## src/rtl/bpb_update_queue.sv

```systemverilog
// In-flight branch tracker: queues predictions from fetch and emits registered
// predictor training beats as execute resolves branches. Optional BPB_UPDATE_STATS_EN adds counters.
`ifndef BPB_T
`define BPB_T 10
`endif

module bpb_update_queue #(
    parameter int INDEX_WIDTH = `BPB_T,
    parameter int DEPTH_WIDTH = 2
) (
    input  logic                   clk_i,
    input  logic                   rst_ni,
    input  logic                   push_i,
    input  logic [INDEX_WIDTH-1:0] push_index_i,
    input  logic [1:0]             push_taken_i,
    output logic                   full_o,
    output logic [DEPTH_WIDTH:0]   count_o,
    input  logic                   resolve_i,
    input  logic                   resolve_taken_i,
    input  logic                   flush_i,
    output logic                   update_en_o,
    output logic [INDEX_WIDTH-1:0] update_index_o,
    output logic                   update_taken_o,
    output logic                   mispredict_o
`ifdef BPB_UPDATE_STATS_EN
    ,
    output logic [31:0]            resolve_cnt_o,
    output logic [31:0]            mispredict_cnt_o
`endif
);

    localparam int DEPTH = 1 << DEPTH_WIDTH;
    localparam logic [DEPTH_WIDTH:0] DEPTH_C = {1'b1, {DEPTH_WIDTH{1'b0}}};
    localparam logic [DEPTH_WIDTH:0] LAST_C  = {1'b0, {DEPTH_WIDTH{1'b1}}};
    localparam logic [DEPTH_WIDTH:0] ONE_C   = {{DEPTH_WIDTH{1'b0}}, 1'b1};

    localparam logic [1:0] ST_EMPTY   = 2'd0;
    localparam logic [1:0] ST_PARTIAL = 2'd1;
    localparam logic [1:0] ST_FULL    = 2'd2;

    logic [INDEX_WIDTH-1:0] mem_index_q [DEPTH];
    logic                   mem_dir_q   [DEPTH];

    logic [DEPTH_WIDTH:0]   head_q, head_d;
    logic [DEPTH_WIDTH:0]   tail_q, tail_d;
    logic [DEPTH_WIDTH:0]   count_q, count_d;
    logic                   upd_en_q, upd_en_d;
    logic [INDEX_WIDTH-1:0] upd_index_q, upd_index_d;
    logic                   upd_taken_q, upd_taken_d;
    logic                   mispredict_q, mispredict_d;

    logic [1:0]             occ_state;
    logic                   resolve_acc;
    logic                   push_acc;

    // Only the predicted direction (counter MSB) matters when training.
    logic                   unused_taken_lsb;
    assign unused_taken_lsb = push_taken_i[0];

    function automatic logic [DEPTH_WIDTH:0] ptr_inc(input logic [DEPTH_WIDTH:0] p);
        ptr_inc = (p == LAST_C) ? '0 : p + ONE_C;
    endfunction

    always_comb begin
        occ_state = ST_PARTIAL;
        if (count_q == '0) begin
            occ_state = ST_EMPTY;
        end else if (count_q == DEPTH_C) begin
            occ_state = ST_FULL;
        end
    end

    always_comb begin
        resolve_acc  = resolve_i && (occ_state != ST_EMPTY);
        push_acc     = push_i && !flush_i && ((occ_state != ST_FULL) || resolve_acc);

        head_d       = head_q;
        tail_d       = tail_q;
        count_d      = count_q;
        upd_en_d     = resolve_acc;
        upd_index_d  = upd_index_q;
        upd_taken_d  = upd_taken_q;
        mispredict_d = mispredict_q;

        // A flush still lets the same-cycle resolve produce its beat.
        if (resolve_acc) begin
            upd_index_d  = mem_index_q[head_q[DEPTH_WIDTH-1:0]];
            upd_taken_d  = resolve_taken_i;
            mispredict_d = mem_dir_q[head_q[DEPTH_WIDTH-1:0]] ^ resolve_taken_i;
        end

        if (flush_i) begin
            head_d  = '0;
            tail_d  = '0;
            count_d = '0;
        end else begin
            if (resolve_acc) head_d = ptr_inc(head_q);
            if (push_acc)    tail_d = ptr_inc(tail_q);
            if (push_acc && !resolve_acc) begin
                count_d = count_q + ONE_C;
            end else if (!push_acc && resolve_acc) begin
                count_d = count_q - ONE_C;
            end
        end
    end

    always_ff @(posedge clk_i) begin
        if (push_acc) begin
            mem_index_q[tail_q[DEPTH_WIDTH-1:0]] <= push_index_i;
            mem_dir_q[tail_q[DEPTH_WIDTH-1:0]]   <= push_taken_i[1];
        end
    end

    always_ff @(posedge clk_i or negedge rst_ni) begin
        if (!rst_ni) begin
            head_q       <= '0;
            tail_q       <= '0;
            count_q      <= '0;
            upd_en_q     <= 1'b0;
            upd_index_q  <= '0;
            upd_taken_q  <= 1'b0;
            mispredict_q <= 1'b0;
        end else begin
            head_q       <= head_d;
            tail_q       <= tail_d;
            count_q      <= count_d;
            upd_en_q     <= upd_en_d;
            upd_index_q  <= upd_index_d;
            upd_taken_q  <= upd_taken_d;
            mispredict_q <= mispredict_d;
        end
    end

    assign full_o         = (occ_state == ST_FULL);
    assign count_o        = count_q;
    assign update_en_o    = upd_en_q;
    assign update_index_o = upd_index_q;
    assign update_taken_o = upd_taken_q;
    assign mispredict_o   = mispredict_q;

`ifdef BPB_UPDATE_STATS_EN
    logic [31:0] resolve_cnt_q, resolve_cnt_d;
    logic [31:0] mispredict_cnt_q, mispredict_cnt_d;

    // Counters advance on the same edge the beat appears; flush leaves them alone.
    always_comb begin
        resolve_cnt_d    = resolve_cnt_q;
        mispredict_cnt_d = mispredict_cnt_q;
        if (resolve_acc) begin
            resolve_cnt_d = resolve_cnt_q + 32'd1;
            if (mispredict_d) mispredict_cnt_d = mispredict_cnt_q + 32'd1;
        end
    end

    always_ff @(posedge clk_i or negedge rst_ni) begin
        if (!rst_ni) begin
            resolve_cnt_q    <= '0;
            mispredict_cnt_q <= '0;
        end else begin
            resolve_cnt_q    <= resolve_cnt_d;
            mispredict_cnt_q <= mispredict_cnt_d;
        end
    end

    assign resolve_cnt_o    = resolve_cnt_q;
    assign mispredict_cnt_o = mispredict_cnt_q;
`else
    // Statistics counters are compiled out in this build.
`endif

endmodule

```

## config.mk

```make
export PLATFORM = sky130hd
export DESIGN_NAME = bpb_update_queue
export DESIGN_NICKNAME = d
export VERILOG_FILES = /design/src/rtl/bpb_update_queue.sv
export SDC_FILE = /design/constraint.sdc
export NUM_CORES = 1
export LEC_CHECK = 0
export ABC_CLOCK_PERIOD_IN_PS = 3300
export BUFFER_PORTS_ARGS = -buffer_cell sky130_fd_sc_hd__buf_4
export CAP_MARGIN = 10
export CORE_MARGIN = 5
export CORE_UTILIZATION = 40
export CTS_CLUSTER_SIZE = 16
export DETAILED_ROUTE_END_ITERATION = 10
export PLACE_DENSITY_LB_ADDON = 0.25
export SYNTH_ARGS = -nofsm -noshare
export SYNTH_HDL_FRONTEND = slang
export SYNTH_SLANG_ARGS = --single-unit
```

## constraint.sdc

```tcl
create_clock -name clk_i -period 3.3 [get_ports clk_i]
set_clock_uncertainty 0.05 [all_clocks]
set_input_delay 0.165 -clock clk_i [delete_from_list [all_inputs] [get_ports clk_i]]
set_output_delay 0.165 -clock clk_i [all_outputs]
set_load 0.01 [all_outputs]
```

==> metrics.cfg <==
[placement]
place_congestion = 0.7688
postPlaceCellArea_um2 = 3002
port-buffer-count = 33
dp_cells = 279
dp_hpwl_um = 2976
dp_slack_ps = 894.1

[logic_synthesis]
synth_top_family_by_area = simple AND/OR/NAND/NOR gates
synth_fa_ha_area_frac = 0.03074
synthXorXnorAreaFrac = 0.003260
synth-seq-cells = 66
avgSynthCellArea_um2 = 15.35
synth_cell_types = 33
yosysWarnings = 0
synthCells = 175
syn_area_um2 = 2686
mappedNetlistNets = 199
synthMuxAreaShare = 0.1015
synth_seq_area_share = 0.6968
synth_compound_gate_area_share = 0.03633
yosys.area_share.simple = 0.1048

[sta]
slew_viol_final = 0
rsz0062_at_grt = no
timing.final.ws_setup_ps = 873.1
holdWs_ps = 28.68
fin_tns_setup_ps = 0
period_needed_ps = 2427
worstMarginPinSlew_ps = 803.4
hold_viol = 0
fmaxAchievable_ghz = 0.4120
setup_violations = 0
max-slew-margin-rel = 0.4644
period_share = 0.7354

[drt]
drc_errors = 0
routedWlPerCell_um = 15.57
viasPerCell = 4.932
drt_iter0_drc = 73
ant_nets = 0
routed-via-count = 1519
dr.pass1.iters = 4
routed_wl_um = 4795

[power_and_ir_drop]
power_density_nw_per_um2 = 667.9
p_leak_nw = 1.319
power.switching_mw = 0.6086
p_comb_frac = 0.215
vdd_drop_max_mv = 0.3087
swShare = 0.2738
intPower_mw = 1.614
seqPwrFrac = 0.491
p_total_mw = 2.223
p_clk_frac = 0.294

[global_route]
grtUsageTotal = 0.1280
grt_max_degree = 23
grt_pass1_wl_um = 7983
antenna_found_initial = 0
grt.overflow.total = 0
first_global_vias = 1576

[die]
die_y_um = 91.95
die-area_um2 = 8455
core_um2 = 6459
initial_utilization = 0.4159
rows = 29
io_pins = 35
fp.dieW_um = 91.95

[outcome]
outcome = complete, no violations

[clocking]
cts_tree = yes
htreeDepth = 3
numCtsBuffers = 9
path_clk_slew_ps = 70
cts_resized = 0
clockBufferDepth = 2
postCtsSetupRepairBufs = 0
postCtsHoldBufs = 13
cts_root_buf = clkbuf_8
clk_latency_ps = 340
clock_sinks = 66

[worst_setup_path]
required_ps = 3510
r2r_start = count_o[0]
rrSetupSlack_ps = 870
start_kind = flip-flop
path_buf_inv = 0
r2r_cells = 8
crit_chain = nor3b_4 -> a21oi_2 -> and2_2 -> fa_1 -> or3b_2 -> o21ai_0 -> nand2_1 -> a21oi_1
slowest_stage = dfrtp_1
cp.arrival_ps = 2640
crit_type = reg -> reg
r2r-end = count_o[2]
end_kind = flip-flop
cpPeakStageDelay_ps = 510
worst-path-max-fanout = 10
crit_family = simple AND/OR/NAND/NOR gates

[min_path]
worstHoldStart = flush_i
hold_path_class = in -> reg
min_path_cells = 2
hold_end = head_q[1]

[final_layout]
final_nets = 250
instances_no_fill = 308
drive_above_1_share = 0.3074
utilization = 0.5153
final_area_um2 = 3328
areaGrowthSynthToFinish_pct = 23.89
n_antenna_cell = 0

[run]
max_cap_viol_count = 0

==> power groups by stage <==
| stage | combinational (mW) | clock, mW | sequential, mW |
|---|---|---|---|
| finish | 0.478 | 0.653 | 1.09 |
| global route | 0.536 | 0.717 | 1.11 |
| CTS | 0.487 | 0.676 | 1.09 |
| detailed placement | 0.473 | 0 | 1.11 |
| global placement | 0.466 | 0 | 1.11 |
| floorplan | 0.254 | 0 | 1.11 |
==> sequential cells by signal (all words and copies together) (netlist names) <==
signal / count
mem_dir_q: 4
update_taken_o: 1
mispredict_o: 1
update_index_o: 10
head_q: 3
tail_q: 3
update_en_o: 1
count_o: 3
mem_index_q: 40
==> synth_stat cells (all sizes together) <==
| library cell | number | area [um^2] |
|---|---|---|
| a211oi | 1 | 7.510 |
| a21o | 1 | 8.760 |
| a21oi | 6 | 33.78 |
| a221oi | 1 | 8.760 |
| a31oi | 1 | 6.260 |
| and2 | 5 | 37.54 |
| buf | 6 | 37.53 |
| clkbuf | 1 | 3.750 |
| dfrtp | 22 | 550.5 |
| edfxtp | 44 | 1321 |
| fa | 1 | 20.02 |
| ha | 5 | 62.56 |
| inv | 8 | 30.03 |
| mux2 | 1 | 15.01 |
| mux2i | 1 | 10.01 |
| mux4 | 11 | 247.7 |
| nand2 | 38 | 142.6 |
| nand2b | 2 | 12.51 |
| nand3 | 2 | 10.01 |
| nand3b | 1 | 7.510 |
| nor2 | 5 | 18.77 |
| nor2b | 1 | 6.260 |
| nor3 | 2 | 10.01 |
| nor3b | 1 | 18.77 |
| nor4b | 1 | 8.760 |
| o21ai | 2 | 10.01 |
| o31ai | 3 | 22.52 |
| or3b | 1 | 8.760 |
| xnor2 | 1 | 8.760 |
==> cells by family after synthesis <==
family | after synthesis
AOI/OAI and AO/OA | 15
xor gates and xnor gates | 1
adders and majority gates | 6
buffers and inverters | 15
DFF | 66
muxes | 13
and+or+nand+nor | 59
==> worst max path at each step <==
stage / start / to / slack, ps / cells past startpoint
3_5_place_dp: count_o[0] / count_o[2] / 890 / 8
2_1_floorplan: count_o[0] / count_o[2] / 910 / 8
3_3_place_gp: count_o[0] / count_o[2] / 930 / 7
4_1_cts: count_o[0] / count_o[2] / 860 / 8
6_report: count_o[0] / count_o[2] / 870 / 8
5_1_grt: count_o[0] / count_o[2] / 730 / 8
==> area by class of cell <==
type / instances / area (um^2)
Sequential cell: 66 / 1872
Inverter: 8 / 30.03
Multi-Input combinational cell: 94 / 748.2
Tap cell: 77 / 96.34
Clock inverter: 5 / 55.05
Clock buffer: 11 / 141.4
Fill cell: 559 / 3131
Timing Repair Buffer: 47 / 385.4
==> layout by cell type (no fill, tap or decap) <==
cell / netlist / final
and2_2: 5 / 5
nor4b_1: 1 / 1
clkbuf_1: 1 / 1
edfxtp_1: 44 / 44
fa_1: 1 / 1
clkinvlp_4: 0 / 2
or3b_2: 1 / 1
nand3b_1: 1 / 1
dfrtp_1: 22 / 22
inv_1: 8 / 8
mux2_4: 1 / 1
mux2i_1: 1 / 1
mux4_2: 11 / 11
nor2b_1: 1 / 1
a31oi_1: 1 / 1
a21oi_1: 5 / 5
nor3_1: 2 / 2
clkbuf_8: 0 / 10
o31ai_1: 3 / 2
a21o_2: 1 / 1
bufinv_16: 0 / 1
a21oi_2: 1 / 1
buf_4: 1 / 34
o31ai_2: 0 / 1
clkinv_2: 0 / 2
a221oi_1: 1 / 1
xnor2_1: 1 / 1
nor2_1: 5 / 5
nor3b_4: 1 / 1
nand2_1: 38 / 38
ha_1: 5 / 5
o21ai_0: 2 / 2
a211oi_1: 1 / 1
nand3_1: 2 / 2
dlygate4sd3_1: 0 / 13
nand2b_1: 2 / 2
==> per-layer routing <==
layer  vias up  wire [um]  GRT usage
met2        33       2291     0.2019
met3         6        258    0.05237
met1       746       2168     0.1570
li1        734          -          -
met4         0         76    0.05198
met5         -          0          0
==> worst register-to-register path: stages, from the launching register on <==
cell,delay (ps)
dfrtp_1,510
nor3b_4,260
a21oi_2,160
and2_2,230
fa_1,390
or3b_2,470
o21ai_0,90
nand2_1,70
a21oi_1,140
(Power assumes the default switching activity.)
